<file path="src/rtl/debounce_botoes.sv">
// Two-channel button conditioner: sync, debounce and one-shot pulse.
// Ports: clk, rst (sync active-low), btn_enter/btn_reuso raw pins;
//   enter_pulso/reuso_pulso one-cycle pulses, avanco their OR,
//   enter_nivel/reuso_nivel debounced levels (1 = pressed).
module debounce_botoes #(
  parameter int DEBOUNCE_CYCLES = 50000,
  parameter bit ATIVO_BAIXO     = 1'b1
) (
  input  logic clk,
  input  logic rst,
  input  logic btn_enter,
  input  logic btn_reuso,
  output logic enter_pulso,
  output logic reuso_pulso,
  output logic avanco,
  output logic enter_nivel,
  output logic reuso_nivel
);

  localparam int CW = $clog2(DEBOUNCE_CYCLES);
  localparam logic [CW-1:0] CMAX = CW'(DEBOUNCE_CYCLES - 1);

  typedef enum logic {
    SOLTO       = 1'b0,
    PRESSIONADO = 1'b1
  } est_t;

  // index 0 = enter, index 1 = reuso
  logic [1:0]    pino;
  logic [1:0]    s1;
  logic [1:0]    s2;
  logic [1:0]    pronto;
  logic [1:0]    armado;
  logic [1:0]    armado_nx;
  logic [1:0]    pulso_nx;
  est_t          est    [2];
  est_t          est_nx [2];
  logic [CW-1:0] cnt    [2];
  logic [CW-1:0] cnt_nx [2];

  assign pino = {btn_reuso, btn_enter} ^ {2{ATIVO_BAIXO}};

  // pronto marks the synchroniser as refilled after reset, so the
  // reset zeros in s1/s2 are never mistaken for an observed release.
  always_comb begin
    for (int i = 0; i < 2; i++) begin
      est_nx[i]    = est[i];
      cnt_nx[i]    = '0;
      pulso_nx[i]  = 1'b0;
      armado_nx[i] = armado[i];
      unique case (est[i])
        SOLTO: begin
          if (s2[i]) begin
            if (cnt[i] == CMAX) begin
              est_nx[i]   = PRESSIONADO;
              pulso_nx[i] = armado[i];
            end else begin
              cnt_nx[i] = cnt[i] + CW'(1);
            end
          end else if (pronto[1]) begin
            armado_nx[i] = 1'b1;
          end
        end
        PRESSIONADO: begin
          if (!s2[i]) begin
            if (cnt[i] == CMAX) begin
              est_nx[i] = SOLTO;
            end else begin
              cnt_nx[i] = cnt[i] + CW'(1);
            end
          end
        end
        default: ;
      endcase
    end
  end

  always_ff @(posedge clk) begin
    if (!rst) begin
      s1          <= '0;
      s2          <= '0;
      pronto      <= '0;
      armado      <= '0;
      enter_pulso <= 1'b0;
      reuso_pulso <= 1'b0;
      avanco      <= 1'b0;
      for (int i = 0; i < 2; i++) begin
        est[i] <= SOLTO;
        cnt[i] <= '0;
      end
    end else begin
      s1          <= pino;
      s2          <= s1;
      pronto      <= {pronto[0], 1'b1};
      armado      <= armado_nx;
      // Reuso wins a tie; the Enter pulse is dropped, not deferred.
      enter_pulso <= pulso_nx[0] & ~pulso_nx[1];
      reuso_pulso <= pulso_nx[1];
      avanco      <= |pulso_nx;
      for (int i = 0; i < 2; i++) begin
        est[i] <= est_nx[i];
        cnt[i] <= cnt_nx[i];
      end
    end
  end

  assign enter_nivel = (est[0] == PRESSIONADO);
  assign reuso_nivel = (est[1] == PRESSIONADO);

endmodule

</file>
<file path="config.mk">
export PLATFORM = sky130hd
export DESIGN_NAME = debounce_botoes
export DESIGN_NICKNAME = d
export VERILOG_FILES = /design/src/rtl/debounce_botoes.sv
export SDC_FILE = /design/constraint.sdc
export NUM_CORES = 1
export LEC_CHECK = 0
export ABC_AREA = 1
export CAP_MARGIN = 20
export CORE_UTILIZATION = 30
export DETAILED_ROUTE_END_ITERATION = 16
export PLACE_DENSITY = 0.53
export SLEW_MARGIN = 20
export SYNTH_ARGS = -nofsm -noshare
export SYNTH_HDL_FRONTEND = slang
export SYNTH_SLANG_ARGS = --single-unit
export TNS_END_PERCENT = 5
</file>
<file path="constraint.sdc">
create_clock -name clk -period 1.4 [get_ports clk]
set_input_delay 0.28 -clock clk [delete_from_list [all_inputs] [get_ports clk]]
set_output_delay 0.28 -clock clk [all_outputs]
set_load 0.03 [all_outputs]
</file>
==> impl_metrics.yaml, run 1 <==
synth:
  yosysTopAreaCellShare_pct: 41.3
  postSynthCellCount: 323
  synthesis.area_um2: 2180
  synth_seq_cells: 45
  synth_fa_ha_area_share_pct: 1.15
  yosys_warnings: 0
  synth_compound_area_share_pct: 4.59
  synth_cell_types: 24
  synth_fp_nets: 329
  ys_seq_area_share_pct: 41.3
  synthTopCellsByArea: "dfxtp_1 41%, nand2_1 14%, nor2_1 12%"
  synth-simple-area-share_pct: 40.6
  muxShareOfSynthArea_pct: 0
  synth_top_area_cell: "dfxtp_1"
  synthXorXnorAreaFrac_pct: 3.21
  syn_area_per_cell_um2: 6.75
  synth_top_family_by_area: "simple AND/OR/NAND/NOR gates"
worst_hold_path:
  hold_class: "flip-flop to flip-flop"
setup_path:
  cp_slowest_cell: "dlygate4sd2_1"
  reg2reg_to: "cnt[0][24]$_SDFF_PN0_"
  worst-endpoint-arrival_ns: 1.05
  reg2reg_depth: 8
  endpoint_kind: "output port"
  crit_type: "flip-flop to output port"
  critPathTopFamily: "buffers and inverters"
  slowest_delay_ns: 0.41
  path_buf_inv: 1
  critPathRequiredTime_ns: 1.12
  cp-start-kind: "flip-flop"
  crit_chain: "dlygate4sd2_1"
  regToRegSetupSlack_ns: 0.10
  reg2reg_from: "cnt[0][16]$_SDFF_PN0_"
  critical_path_cell_count: 1
  crit_fanout: 2
  cp-endpoint: "enter_nivel"
placed_design:
  place_area_um2: 2450
  portBuffers: 8
  gp_congestion: 0.831
  dp_hpwl_um: 3280
global_route:
  first_global_vias: 1740
  track_usage_pct: 12.6
  grt_max_degree: 16
  grt-ovfl-total: 0
  antenna_found_initial: 0
  grt_pass1_wl_um: 7380
floorplan:
  die_area_um2: 7610
  ioPinCount: 9
  coreArea_um2: 6910
  initial_core_util_pct: 31.6
  num_rows: 30
  dieWidth_um: 87.2
  die_y_um: 87.2
cts:
  clk_path_buf_depth: 2
  cts_tree: "done"
  clock_sinks: 45
  ctsHoldBuffers: 0
  clk_pin_slew_ns: 0.09
  cts_buffers: 5
  cts_root_buffer: "clkbuf_8"
  cts_setup_buffers: 0
  htreeDepth: 2
  clock_latency_ns: 0.31
route:
  routed_wl_um: 4350
  post-route-drc-count: 0
  firstDrtPassIters: 4
  drtIter0Drc: 57
  drt-vias-per-instance: 4.20
  wl_per_cell_um: 9.80
  via_count: 1864
  drtAntennaViolNets: 0
pwr:
  p_leak_uw: 0.00102
  power_uw: 2190
  p_per_area_nw_per_um2: 851
  irDropWorstVdd_mv: 0.532
timing:
  tightestPinTransition_ns: 0.325
  min_period_ns: 1.33
  slew_headroom_pct: 78.4
  tns_ns: 0
  fin_skew_ns: 0.0110
  hold_viol: 0
  setup_viol: 0
  fmax_mhz: 752
  hold-worst-slack_ns: 0.419
  fin_crit_sh_pct: 95.0
  rsz0062_at_grt: "false"
  maxSlewViolCount: 0
layout:
  num_antenna_cells: 0
  drive_gt1_share_pct: 15.8
  fin_nets: 353
  final_area_um2: 2580
  syn2layout_area_growth_pct: 18.3
run:
  max-cap-violations: 0
status:
  status: "completed"
per-stage QoR:
stage	std cells	utilization, %	setup WS [ns]
after floorplan	323	-	0.136
after global placement	436	35.5	-0.109
after detailed placement	436	35.5	-0.169
after CTS	444	36.7	0.0178
after global routing	444	37.3	0.000912
final	444	37.3	0.0694
per-layer routing:
| metal | GRT usage, % | vias to the layer above | routed length, µm | share of wire (%) |
|---|---|---|---|---|
| li1 | - | 1032 | - | - |
| met1 | 15.3 | 815 | 2180 | 50 |
| met4 | 4.92 | 0 | 73 | 1.7 |
| met2 | 21.5 | 10 | 2020 | 46 |
| met3 | 2.84 | 7 | 78 | 1.8 |
| met5 | 0 | - | 0 | 0 |
flip-flops by register name, indices dropped and copies added, names as in the netlist, named ones only:
signal / count
enter_pulso: 1
s1: 2
cnt: 32
pronto: 2
avanco: 1
reuso_pulso: 1
armado: 2
s2: 2
cell usage in the layout, fill, tap and decap left out:
cell             synthesis  layout
nor2_2                   3       5
inv_1                   45      45
dfxtp_1                 45      42
nand2_1                 80      77
clkbuf_8                 0       5
nor3_1                   5       5
clkinvlp_4               0       1
xor2_1                   7       7
nor2_1                  69      65
clkinv_1                 1       1
buf_4                    0      10
nand2_4                  2       3
o21ai_0                  7       5
clkinv_2                 0       1
clkdlybuf4s50_1          0       3
a41oi_1                  1       1
nand3_2                  0       1
inv_6                    0       1
dfxtp_2                  0       3
inv_4                    1       1
ha_2                     0       1
nand4_1                  5       5
dlygate4sd2_1            0       5
nor2_4                   8      10
nand3_1                 20      19
inv_2                    4       4
o21ai_1                  1       3
a21oi_2                  1       1
o21bai_1                 1       1
xnor2_1                  1       1
a21oi_1                  7       7
nand2_2                  6       8
ha_1                     2       1
synth_stat cells (all sizes together):
| library cell | number |
|---|---|
| nand2 | 88 |
| nor2 | 80 |
| inv | 50 |
| dfxtp | 45 |
| nand3 | 20 |
| a21oi | 8 |
| o21ai | 8 |
| xor2 | 7 |
| nand4 | 5 |
| nor3 | 5 |
| ha | 2 |
| a41oi | 1 |
| buf | 1 |
| clkinv | 1 |
| o21bai | 1 |
| xnor2 | 1 |
logic make-up (layout without fill, tap and decap cells):
group	Yosys count	in the layout
DFF	45	45
adders and majority gates	2	2
buffers and inverters	52	77
AOI/OAI and AO/OA	18	18
xor gates and xnor gates	8	8
and+or+nand+nor	198	198
report_power, final:
group	switching, µW	internal, µW	total, µW
clock network	479	355	834
logic	32.4	26.0	58.4
registers	6.56	1290	1300
total	518	1670	2190
repair_timing:
action                                  in CTS  in global routing
endpoints found under the setup margin       5                 35
gates resized for setup                      5                 17
pin swaps                                    0                  4
how the worst min path moves through the flow:
stage,from,slack (ns),to,depth (start not counted)
3_5_place_dp,s1[0]$_SDFF_PN0_,0.40,s2[0]$_SDFF_PN0_,2
5_1_grt,cnt[0][0]$_SDFF_PN0_,0.43,cnt[0][0]$_SDFF_PN0_,1
6_report,s1[1]$_SDFF_PN0_,0.42,s2[1]$_SDFF_PN0_,2
2_1_floorplan,rst,0.31,pronto[0]$_DFF_P_,0
3_3_place_gp,s1[1]$_SDFF_PN0_,0.39,s2[1]$_SDFF_PN0_,2
4_1_cts,s1[1]$_SDFF_PN0_,0.42,s2[1]$_SDFF_PN0_,2
final cells by class:
class	instances	area, µm²
clock inverter	3	21.3
sequential	45	905
tap	96	120
timing repair buffer	18	149
clock buffer	5	68.8
fill	752	4330
multi-input combinational	226	1120
inverter	51	194
No activity file was read; power rests on OpenSTA's default activity.
==> inputs of run 2 (changes only) <==
ABC_AREA = 0   (was 1)
PLACE_DENSITY = default   (was 0.53)
==> run 2 against run 1 <==
Against the previous run:
- design area is 3.8% lower
- highest routed layer unchanged
- sequential power hardly changed
- core utilization is 3.6 points higher
==> impl_metrics.yaml, run 2 <==
route:
  via_count: 1413
  highest_layer: "met4"
  drtIter0Drc: 36
  drtAntennaViolNets: 0
  wl_met1_um: 1740
  wl_met3_um: 83
  firstDrtPassIters: 4
  drt-vias-per-instance: 4.47
  post-route-drc-count: 0
  wl_per_cell_um: 10.8
  wl_met2_um: 1540
  routed_wl_um: 3410
worst_hold_path:
  min_to: "s2[1]$_SDFF_PN0_"
  hold_class: "flip-flop to flip-flop"
  whs_path_depth: 1
  hold_start: "s1[1]$_SDFF_PN0_"
synth:
  yosysMostFrequentCell: "dfxtp_1"
  synth_top_area_cell: "dfxtp_1"
  synth-edff-count: 0
  syn_area_per_cell_um2: 9.77
  synth_common_cells: "45 x dfxtp_1, 34 x nor2_1, 23 x xnor2_1, 10 x nand3_1, 9 x nor3_1"
  synth_cell_types: 26
  ys.flop_type: "dfxtp_1"
  synth_seq_cells: 45
  yosys_warnings: 0
  synthesis.area_um2: 1930
  ys_seq_area_share_pct: 46.8
  synth_fp_nets: 203
  postSynthCellCount: 197
  synthTopCellsByArea: "dfxtp_1 47%, xnor2_1 10%, nor2_1 6.6%"
  async_flop_share_pct: 0
  yosysTopAreaCellShare_pct: 46.8
timing:
  setup_viol: 0
  tns_ns: 0
  slew_headroom_pct: 79.0
  finalWorstSetupSlack_ns: 0.00174
  maxSlewViolCount: 0
  fmax_mhz: 715
  tightestPinTransition_ns: 0.316
  hold_viol: 0
  min_period_ns: 1.40
  fin_skew_ns: 0.00778
  fin_crit_sh_pct: 99.9
  rsz0062_at_grt: "true"
cts:
  ctsHoldBuffers: 0
  cts_tree: "done"
  clock_sinks: 45
  htreeDepth: 2
  clk_pin_slew_ns: 0.10
  clk_path_buf_depth: 2
  cts_root_buffer: "clkbuf_8"
  cts_buffers: 5
  clock_latency_ns: 0.30
setup_path:
  cp-start-kind: "flip-flop"
  cp_slowest_cell: "dfxtp_2"
  slowest_delay_ns: 0.36
  reg2reg_from: "cnt[0][16]$_SDFF_PN0_"
  worst-endpoint-arrival_ns: 1.60
  endpoint_kind: "flip-flop"
  reg2reg_to: "enter_pulso$_SDFF_PN0_"
  crit_fanout: 3
  crit_type: "flip-flop to flip-flop"
  crit_chain: "ha_4 -> and3_4 -> nand4_1 -> nor3_2 -> and3b_1"
  regToRegSetupSlack_ns: 0.002
  critPathRequiredTime_ns: 1.60
  reg2reg_depth: 5
placed_design:
  gp_congestion: 0.761
  portBuffers: 8
  dp_hpwl_um: 2420
  post-place-ws_ns: -0.0220
global_route:
  track_usage_pct: 11.6
  grt_max_degree: 18
  antenna_found_initial: 0
  first_global_vias: 1350
  grt_pass1_wl_um: 5900
  grt-ovfl-total: 0
pwr:
  seq_power_share_pct: 58.7
  p_sw_uw: 520
  p_leak_uw: 0.000864
  intPower_uw: 1700
  p_per_area_nw_per_um2: 895
  switching_share_pct: 23.5
  clkPwrFrac_pct: 39.1
  p_comb_share_pct: 2.3
  irDropWorstVdd_mv: 0.509
layout:
  mostFrequentLayoutCells: "38 x dfxtp_1, 33 x nor2_1, 31 x buf_4"
  fin_nets: 246
  multi_input_area_um2: 1030
  largest_reg_flops: 32
  fillers: 595
  top_register: "cnt"
  syn2layout_area_growth_pct: 28.7
  final_common_cell: "dfxtp_1"
  num_antenna_cells: 0
  regArea_um2: 910
  drive_gt1_share_pct: 31.5
  fin_util_pct: 40.9
floorplan:
  die_area_um2: 6740
  dieWidth_um: 82.1
  coreArea_um2: 6060
  die_y_um: 82.1
  ioPinCount: 9
  initial_core_util_pct: 31.8
  num_rows: 28
run:
  max-cap-violations: 0
status:
  status: "completed"
-- run 2: cell count changes after synthesis, moves of 5 or more --
cell	change
nor4_2	+7
nor2_1	-35
o21ai_0	-7
a21oi_1	-5
inv_1	-38
nand2_2	-6
nor2b_1	+6
nand2_1	-72
nor2_4	-8
nand3_1	-10
xnor2_1	+22
-- run 2: worst max-delay path by stage --
stage | startpoint | end | slack, ns | cells past startpoint
global placement | cnt[0][16]$_SDFF_PN0_ | enter_pulso$_SDFF_PN0_ | -0.01 | 5
detailed placement | cnt[0][16]$_SDFF_PN0_ | enter_pulso$_SDFF_PN0_ | -0.02 | 5
CTS | cnt[0][17]$_SDFF_PN0_ | enter_pulso$_SDFF_PN0_ | -0.04 | 5
finish | cnt[0][16]$_SDFF_PN0_ | enter_pulso$_SDFF_PN0_ | 0.002 | 5
floorplan | cnt[0][16]$_SDFF_PN0_ | cnt[0][23]$_SDFF_PN0_ | -0.01 | 6
global route | cnt[0][20]$_SDFF_PN0_ | enter_pulso$_SDFF_PN0_ | -0.15 | 4
-- run 2: worst max-delay path, delay by kind of cell, from the launching register on --
kind | cells | cell delay, ns
flip-flops | 1 | 0.36
AND/OR/NAND/NOR | 4 | 0.80
adder cells (fa/ha/maj) | 1 | 0.14
-- run 2: routing by layer --
layer  GRT usage, %  vias to the layer above
met5              0                        -
met3           3.30                        4
met1           14.2                      639
met4           4.74                        0
met2           18.9                       18
li1               -                      752
-- run 2: cells by family (layout without fill, tap and decap cells) --
group | count (synthesis) | after routing | share of synthesized area, %
AND/OR/NAND/NOR | 105 | 105 | 34.0
multiplexers | 2 | 2 | 1.04
adder cells (fa/ha/maj) | 2 | 2 | 1.30
AO/OA/AOI/OAI | 3 | 3 | 0.910
XOR/XNOR | 30 | 30 | 13.6
flip-flops | 45 | 45 | 46.8
buffers and inverters | 10 | 54 | 2.34
-- run 2: per-stage QoR --
stage	cells	hold WS, ns	area, µm²	total power [µW]
after floorplan	197	0.308	1930	1350
after global placement	308	0.412	2320	1380
after detailed placement	308	0.418	2320	1380
after CTS	316	0.443	2430	2260
after global routing	316	0.454	2480	2320
final	316	0.440	2480	2220
-- run 2: power groups by stage --
stage | Sequential [µW] | Combinational, µW | Clock (µW)
6_report | 1300 | 50.1 | 866
5_1_grt | 1300 | 56.2 | 958
4_1_cts | 1300 | 50.9 | 907
3_5_place_dp | 1330 | 49.7 | 0
3_3_place_gp | 1330 | 49.3 | 0
2_1_floorplan | 1330 | 25.4 | 0
-- run 2: cell type report --
class                      instances  area share, %
multi-input combinational        142           41.6
sequential                        45           36.7
timing repair buffer              39           12.9
tap                               75           3.79
clock buffer                       5           2.78
clock inverter                     3           1.16
inverter                           7           1.06
-- run 2: what timing repair did --
item / in CTS / in global routing
setup endpoints to repair: 20 / 36
pin swaps: 2 / 5
buffers inserted: 0 / 0
gates resized for setup: 7 / 13
